==> src/rtl/pipe_arith_pkg.sv <==
// Shared widths and result type for the pipelined add/sub check path.
package pipe_arith_pkg;

  localparam int unsigned W_DEF = 8;
  localparam int unsigned HALF  = W_DEF / 2;

  typedef struct packed {
    logic [W_DEF-1:0] diff;
    logic             err;
  } sub_res_t;

endpackage

==> src/rtl/sub_slice.sv <==
// Combinational N-bit subtract-with-borrow slice: {bout, d} = a - b - bin.
module sub_slice #(
  parameter int unsigned N = 4
) (
  input  logic [N-1:0] i_a,
  input  logic [N-1:0] i_b,
  input  logic         i_bin,
  output logic [N-1:0] o_d,
  output logic         o_bout
);

  assign {o_bout, o_d} = {1'b0, i_a} - {1'b0, i_b} - (N+1)'(i_bin);

endmodule

==> src/rtl/pipe_sub.sv <==
// Two-stage pipelined subtractor recovering a = sum - b, with overflow/underflow flag
// and a valid/ready handshake that stalls both stages together.
module pipe_sub
  import pipe_arith_pkg::*;
#(
  parameter int unsigned W = W_DEF
) (
  input  logic         clk,
  input  logic         rst,
  input  logic         in_valid,
  output logic         in_ready,
  input  logic [W:0]   sum,
  input  logic [W-1:0] b,
  output logic         out_valid,
  input  logic         out_ready,
  output logic [W-1:0] diff,
  output logic         err
);

  localparam int unsigned HW = W / 2;

  logic          r_v1;
  logic [HW-1:0] r_lo;
  logic          r_lo_borrow;
  logic [HW:0]   r_sum_hi;
  logic [HW-1:0] r_b_hi;

  logic          r_v2;
  logic [W-1:0]  r_diff;
  logic          r_err;

  logic          w_stall;
  logic          w_in_xfer;
  logic [HW-1:0] w_lo;
  logic          w_lo_borrow;
  logic [HW:0]   w_hi;
  logic          w_hi_borrow;

  assign w_stall   = r_v2 & ~out_ready;
  assign in_ready  = ~w_stall;
  assign w_in_xfer = in_valid & in_ready;

  sub_slice #(.N(HW)) u_lo (
    .i_a    (sum[HW-1:0]),
    .i_b    (b[HW-1:0]),
    .i_bin  (1'b0),
    .o_d    (w_lo),
    .o_bout (w_lo_borrow)
  );

  // High half keeps the sum's carry bit; a set result MSB means difference >= 2^W.
  sub_slice #(.N(HW+1)) u_hi (
    .i_a    (r_sum_hi),
    .i_b    ({1'b0, r_b_hi}),
    .i_bin  (r_lo_borrow),
    .o_d    (w_hi),
    .o_bout (w_hi_borrow)
  );

  always_ff @(posedge clk or posedge rst) begin
    if (rst) begin
      r_v1        <= 1'b0;
      r_lo        <= '0;
      r_lo_borrow <= 1'b0;
      r_sum_hi    <= '0;
      r_b_hi      <= '0;
      r_v2        <= 1'b0;
      r_diff      <= '0;
      r_err       <= 1'b0;
    end else if (!w_stall) begin
      r_v1 <= w_in_xfer;
      r_v2 <= r_v1;
      if (w_in_xfer) begin
        r_lo        <= w_lo;
        r_lo_borrow <= w_lo_borrow;
        r_sum_hi    <= sum[W:HW];
        r_b_hi      <= b[W-1:HW];
      end
      if (r_v1) begin
        r_diff <= {w_hi[HW-1:0], r_lo};
        r_err  <= w_hi_borrow | w_hi[HW];
      end
    end
  end

  assign out_valid = r_v2;
  assign diff      = r_diff;
  assign err       = r_err;

endmodule

==> config.mk <==
export PLATFORM = sky130hd
export DESIGN_NAME = pipe_sub
export DESIGN_NICKNAME = d
export VERILOG_FILES = /design/src/rtl/pipe_arith_pkg.sv /design/src/rtl/sub_slice.sv /design/src/rtl/pipe_sub.sv
export SDC_FILE = /design/constraint.sdc
export NUM_CORES = 1
export LEC_CHECK = 0
export ABC_CLOCK_PERIOD_IN_PS = 5460
export CORE_AREA = 2 2 73 81
export DETAILED_ROUTE_END_ITERATION = 12
export DIE_AREA = 0 0 75 83
export SYNTH_ARGS = -nofsm -noshare
export SYNTH_HDL_FRONTEND = slang
export SYNTH_SLANG_ARGS = --single-unit
==> constraint.sdc <==
create_clock -name clk -period 5.46 [get_ports clk]
set_clock_uncertainty 0.15 [all_clocks]
set_input_delay 0.819 -clock clk [delete_from_list [all_inputs] [get_ports clk]]
set_output_delay 0.819 -clock clk [all_outputs]
set_load 0.005 [all_outputs]
==> summary.md, run 1 <==
| Metric | Value |
|---|---|
| Outcome | `finished clean` |
| Number of H-tree branching levels | `1` |
| Die Footprint | `a little over 6000 sq um` |
| P per Cell Area | `~360 nW/um^2` |
| Resized cells post-CTS | `0` |
| Most area-consuming cells after synthesis | `sky130_fd_sc_hd__dfrtp_1 (48%), sky130_fd_sc_hd__mux2_2 (13%), sky130_fd_sc_hd__ha_1 (10%), sky130_fd_sc_hd__fa_1 (4.6%), sky130_fd_sc_hd__inv_1 (4.6%)` |
| Cell with the most instances on the worst path | `sky130_fd_sc_hd__clkdlybuf4s50_1` |
| Most instantiated cells after synthesis | `sky130_fd_sc_hd__dfrtp_1 (25), sky130_fd_sc_hd__inv_1 (16), sky130_fd_sc_hd__mux2_2 (15)` |
| Half-perimeter wire length of the detailed placement result | `roughly 1700 um` |
| Buffer depth of the longest clock path | `2` |
| Average size of a mapped cell | `11.6 sq um` |
| MaxCap Viol Count | `0` |
| Area added between synthesis and finish | `33.2%` |
| Final Instance Area | `roughly 1700 sq um` |
| Cell depth of the worst flop-to-flop path | `10` |
| IO Count | `32` |
| GRT Residual Overflow | `0` |
| Hold Crit Class | `flip-flop to flip-flop` |
| Kind of capture point of the worst setup path | `output port` |
| IO Port Bufs | `31` |
| Source of the worst hold timing path | `r_lo[2]` |
| Number of antenna violations at the first check in global routing | `0` |
| Max Used Layer | `met4` |
| Buffer type at the clock tree root | `sky130_fd_sc_hd__clkbuf_8` |
| Pin count of the biggest net entering global routing | `26` |
| Cell-by-cell trace of the critical path | `clkdlybuf4s50_1 -> nand2b_4 -> clkdlybuf4s50_1` |
| Layout Nets | `181` |
| Post-CTS repair timing setup buffer count | `0` |
| Worst voltage drop across the vdd grid | `between 90 and 100 uV` |
| Share of Yosys cell area claimed by the top area cell type | `0.477` |
| Clock tree from TritonCTS | `done` |
| Rel. slew slack | `0.364` |
| Critical-path maximum fanout | `5` |
| Number of max-slew violations in the final report | `0` |
| Hold violation count in the final report | `0` |
| Setup TNS | `0 ps` |
| Worst path buffer plus inverter count | `2` |
| Slowest stage delay, CP | `500 ps` |
| Amount of wire on met2 after detailed routing | `1030 um` |
| Arrival @ worst endpoint | `1940 ps` |
| TritonCTS Sinks | `25` |
| Synthesis warning total | `0` |
| Synth unique cells | `22` |
| Portion of total power attributed to combinational logic | `0.400` |
| Share of total power in the clock network | `0.174` |
| Placed Area | `roughly 1700 sq um` |
| DR iter-0 viols | `11` |
| Placement Setup Slack | `approximately 2600 ps` |
| First-pass GRT wire length | `~3700 um` |
| CP Class | `primary input to output port` |
| Die Span X | `between 70 and 80 um` |
| Startpoint of the worst register-to-register path | `r_lo_borrow` |
| Number of antenna-violating nets in the routed design | `0` |
| Fraction of layout cells with a size suffix above 1 | `0.159` |
| Site row count | `28` |
| Final core utilization | `0.326` |
| Type of origin of the critical path | `primary input` |
| Via/cell ratio | `between 3 and 4` |
| Leakage power | `0.792 nW` |
| Met3 wire length | `118 um` |
| Post-synth top area cell | `sky130_fd_sc_hd__dfrtp_1` |
| GRT Util Overall | `0.0764` |
| Clock insertion delay at the later pin of the skew report | `around 270 ps` |
| Required time at the endpoint of the critical path | `between 4000 and 5000 ps` |
| Slack of the worst reg-to-reg path | `roughly 2600 ps` |
| Switching power summed over all nets | `about 0.18 mW` |
| Proportion of power drawn by flip-flops and latches | `0.426` |
| Post-synth ARST share | `1.00` |
| Slowest stage cell, crit path | `sky130_fd_sc_hd__clkdlybuf4s50_1` |
| Number of flops mapped to enable cells by yosys | `0` |
| Total Power | `just over 0.6 mW` |
| Family with the most delay on the worst path | `buffers and inverters` |
| Pre-antenna DRT Iters | `2` |
| Number of cells produced by synthesis | `113` |
| Unrepaired setup endpoints after global routing | `no` |
| Number of CTS-inserted buffers | `3` |
| Post-route setup slack | `2550 ps` |
| Synthesized Nets | `148` |
| Total number of vias | `853` |
| Int Pwr | `0.445 mW` |
| Most used standard cell by instance count after synthesis | `sky130_fd_sc_hd__dfrtp_1` |
| Final period util | `0.532` |
| Number of storage elements in the synthesis netlist | `25` |
| Clock edge transition at the registers on the reported setup and hold paths | `roughly 80 ps` |
| DRC errors left | `0` |
| Detailed Route WL | `2160 um` |
| Switching Share | `0.286` |
| Final min period | `approximately 2900 ps` |
| Vias in the first global route | `845` |
| Core box area | `roughly 5400 sq um` |
| GPL Wtd Cong | `0.671` |
| Height of the die | `approximately 83 um` |
| Endpoint of the lowest-slack register-to-register path | `err` |
| Initial cell density of the core | `0.245` |
| Sequential-to-total area share from yosys stat | `0.477` |
| Min-Delay Path Depth | `2` |
| Transition time of the tightest slew-check pin | `953 ps` |
| Post-Route M1 WL | `980 um` |
| Min-Delay Endpoint | `r_lo[2]` |
| Detail-routed net length per standard cell | `9.81 um` |
| Netlist area before placement | `around 1300 sq um` |
| Top achievable clock speed | `roughly 340 MHz` |
| CTS hold repair buffers | `0` |
| Top_reg_cell synth | `sky130_fd_sc_hd__dfrtp_1` |
| Antenna diode count | `0` |
| Count of final setup violators | `0` |
==> placed cells by master (no fill, tap or decap), drive strengths merged <==
cell type       n
a21oi           2
a22o            1
clkbuf          4
clkdlybuf4s50  31
dfrtp          25
fa              3
ha             11
inv            16
mux2           15
nand2          12
nand2b          2
nand3b          2
nor2            1
nor2b           2
o211ai          1
o21ai          10
or2             1
or4             1
xnor2           4
xor2            1
==> worst reg2reg max path: cells and delay by family, from the launching register on <==
kind,cells,cell delay (ps)
buf+inv,2,100
flops,1,360
compound gates,2,280
fa+ha+maj,3,1120
simple gates,2,440
mux,1,360
==> layout make-up <==
type                    count  area [sq um]
clock buffers               4          45.0
fillers                   567          3610
inverters                  16          60.1
multi-input cells          69           613
flip-flops and latches     25           626
well taps                  75          93.8
repair buffers             31           310
==> metal layers <==
metal / global-route usage / vias up
met5: 0 / -
met4: 0.0292 / 0
met3: 0.0255 / 5
met2: 0.120 / 20
met1: 0.0954 / 394
li1: - / 434
==> power by group through the flow <==
stage,logic (mW),registers (mW),clock network [mW]
global route,0.281,0.273,0.121
global placement,0.253,0.269,0
floorplan,0.147,0.268,0
CTS,0.257,0.267,0.115
finish,0.250,0.265,0.108
detailed placement,0.256,0.271,0
==> worst max path at each step <==
stage	from	end	slack (ps)	cells past startpoint
after floorplan	r_lo_borrow	err	2690	10
after global placement	out_ready	in_ready	2570	3
after detailed placement	out_ready	in_ready	2570	3
after CTS	out_ready	in_ready	2550	3
after global routing	r_lo_borrow	err	2430	10
final	out_ready	in_ready	2550	3
==> stage by stage <==
| step | hold slack, ps | instances |
|---|---|---|
| global route | 371 | 220 |
| detailed placement | 316 | 216 |
| finish | 329 | 220 |
| floorplan | 296 | 113 |
| global placement | 310 | 216 |
| CTS | 337 | 220 |
==> logic make-up after synthesis <==
group,after synthesis,synth area share
flops,25,0.477
simple gates,21,0.0925
fa+ha+maj,14,0.151
xor+xnor,5,0.0334
mux,15,0.129
compound gates,14,0.0620
buf+inv,19,0.0562
==> state kept, by name, indices dropped and copies added, names as in the netlist <==
signal and count:
r_lo_borrow 1, err 1, out_valid 1, diff 8, r_v1 1, r_lo 4
r_sum_hi 5, r_b_hi 4
Note: power is estimated with default switching activity, not from simulation.
==> run 2: changes to the inputs <==
Settings changed: ABC_CLOCK_PERIOD_IN_PS 5460 to 3000.
Clock period 5.46 ns to 3 ns, I/O delays scaled along.
==> summary.md, run 2 (synthesized netlist as in run 1, its figures left out) <==
| Metric | Value |
|---|---|
| Required time at the endpoint of the critical path | `3040 ps` |
| Type of origin of the critical path | `flip-flop` |
| Total Power | `1.14 mW` |
| Final core utilization | `0.328` |
| CTS hold repair buffers | `0` |
| Post-CTS repair timing setup buffer count | `0` |
| Placement Setup Slack | `145 ps` |
| First-pass GRT wire length | `~3700 um` |
| Via/cell ratio | `around 4` |
| Top achievable clock speed | `about 350 MHz` |
| Placed Area | `between 1500 and 2000 sq um` |
| Non-filler cells, final | `approximately 220` |
| Cell depth of the worst flop-to-flop path | `10` |
| Layout Nets | `between 150 and 200` |
| Detailed Route WL | `about 2200 um` |
| Worst setup path startpoint | `r_lo_borrow` |
| Worst slack on hold paths | `around 330 ps` |
| Filler instances | `between 500 and 600` |
| Antenna diode count | `0` |
| Final Instance Area | `about 1800 sq um` |
| Leakage power | `a little under 0.8 nW` |
| Setup TNS | `0 ps` |
| Buffer depth of the longest clock path | `2` |
| Buffer type at the clock tree root | `sky130_fd_sc_hd__clkbuf_8` |
| Outcome | `finished clean` |
| Critical-path maximum fanout | `2` |
| Area added between synthesis and finish | `33.9%` |
| Slowest stage cell, crit path | `sky130_fd_sc_hd__fa_1` |
| Vias in the first global route | `between 800 and 900` |
| Hold violation count in the final report | `0` |
| Count of final setup violators | `0` |
| Fraction of layout cells with a size suffix above 1 | `0.171` |
| Resized cells post-CTS | `0` |
| GRT Util Overall | `0.0772` |
| Rel. slew slack | `0.539` |
| Pin count of the biggest net entering global routing | `26` |
| Detail-routed net length per standard cell | `roughly 10 um` |
| Post-route setup slack | `between 150 and 200 ps` |
| Source of the worst hold timing path | `r_lo[2]` |
| Total number of vias | `865` |
| Die Footprint | `about 6200 sq um` |
| Die Span X | `approximately 75 um` |
| Transition time of the tightest slew-check pin | `about 690 ps` |
| Worst voltage drop across the vdd grid | `between 200 and 250 uV` |
| Endpoint of the lowest-slack register-to-register path | `err` |
| Arrival @ worst endpoint | `about 2900 ps` |
| Most common cell after layout, fill and taps aside | `sky130_fd_sc_hd__clkdlybuf4s50_1` |
| Family with the most delay on the worst path | `adder cells` |
| Final min period | `between 2000 and 3000 ps` |
| Number of CTS-inserted buffers | `3` |
| GRT Residual Overflow | `0` |
| CP Class | `flip-flop to flip-flop` |
| Number of antenna violations at the first check in global routing | `0` |
| Highest-count cells in the layout ignoring fill and taps | `sky130_fd_sc_hd__clkdlybuf4s50_1 (31), sky130_fd_sc_hd__dfrtp_1 (25), sky130_fd_sc_hd__inv_1 (16)` |
| Worst path buffer plus inverter count | `2` |
| Final period util | `0.941` |
| Number of H-tree branching levels | `1` |
| DRC errors left | `0` |
| Number of antenna-violating nets in the routed design | `0` |
| Pre-antenna DRT Iters | `2` |
| Setup crit end | `err` |
| Site row count | `28` |
| Height of the die | `just over 80 um` |
| GPL Wtd Cong | `0.664` |
| P per Cell Area | `647 nW/um^2` |
| Clock tree from TritonCTS | `done` |
| Max FFs per register | `8` |
| Initial cell density of the core | `0.245` |
| Kind of capture point of the worst setup path | `flip-flop` |
| Cell-by-cell trace of the critical path | `inv_1 -> fa_1 -> inv_1 -> ha_1 -> or2_2 -> fa_2 -> nand2b_1 -> a21oi_1 -> mux2_2 -> o211ai_2` |
| TritonCTS Sinks | `25` |
| Slack of the worst reg-to-reg path | `approximately 180 ps` |
| Clock edge transition at the registers on the reported setup and hold paths | `80 ps` |
| DR iter-0 viols | `8` |
| Cell with the most instances on the worst path | `sky130_fd_sc_hd__inv_1` |
| IO Count | `32` |
| Clock insertion delay at the later pin of the skew report | `approximately 260 ps` |
| MaxCap Viol Count | `0` |
| Cell count after placement | `between 200 and 250` |
| IO Port Bufs | `31` |
| Cell depth of the worst setup path | `10` |
| Hold Crit Class | `flip-flop to flip-flop` |
| Half-perimeter wire length of the detailed placement result | `about 1800 um` |
| Startpoint of the worst register-to-register path | `r_lo_borrow` |
| Core box area | `5360 sq um` |
| Unrepaired setup endpoints after global routing | `no` |
| Number of max-slew violations in the final report | `0` |
| Slowest stage delay, CP | `roughly 550 ps` |
run 2: worst register-to-register path, stage by stage, from the launching register on:
cell and delay, ps:
sky130_fd_sc_hd__dfrtp_1 350, sky130_fd_sc_hd__inv_1 60, sky130_fd_sc_hd__fa_1 550, sky130_fd_sc_hd__inv_1 40, sky130_fd_sc_hd__ha_1 170, sky130_fd_sc_hd__or2_2 280
sky130_fd_sc_hd__fa_2 350, sky130_fd_sc_hd__nand2b_1 150, sky130_fd_sc_hd__a21oi_1 160, sky130_fd_sc_hd__mux2_2 360, sky130_fd_sc_hd__o211ai_2 130
run 2: cell type report:
cell class	count	area (sq um)	area share
multi-input cells	69	616	0.350
flip-flops and latches	25	626	0.356
well taps	75	93.8	0.0534
repair buffers	32	318	0.181
clock buffers	4	45.0	0.0256
inverters	16	60.1	0.0342
run 2: worst min path at each step:
stage	endpoint	slack (ps)	cells past startpoint
after global placement	r_lo[2]	310	2
after global routing	diff[7]	370	2
after floorplan	r_lo[0]	300	2
after CTS	r_lo[0]	340	2
after detailed placement	r_lo[0]	320	2
final	r_lo[2]	330	2
run 2: layer usage:
| metal | GRT usage | vias to the layer above | routed length (um) |
|---|---|---|---|
| li1 | - | 438 | - |
| met1 | 0.0903 | 408 | 935 |
| met2 | 0.125 | 17 | 1100 |
| met3 | 0.0255 | 2 | 143 |
| met4 | 0.0341 | 0 | 22 |
| met5 | 0 | - | 0 |
run 2: power breakdown:
part	internal, mW	switching (mW)
Sequential	0.432	0.0522
Clock	0.0947	0.0979
Combinational	0.287	0.174
Total	0.813	0.324
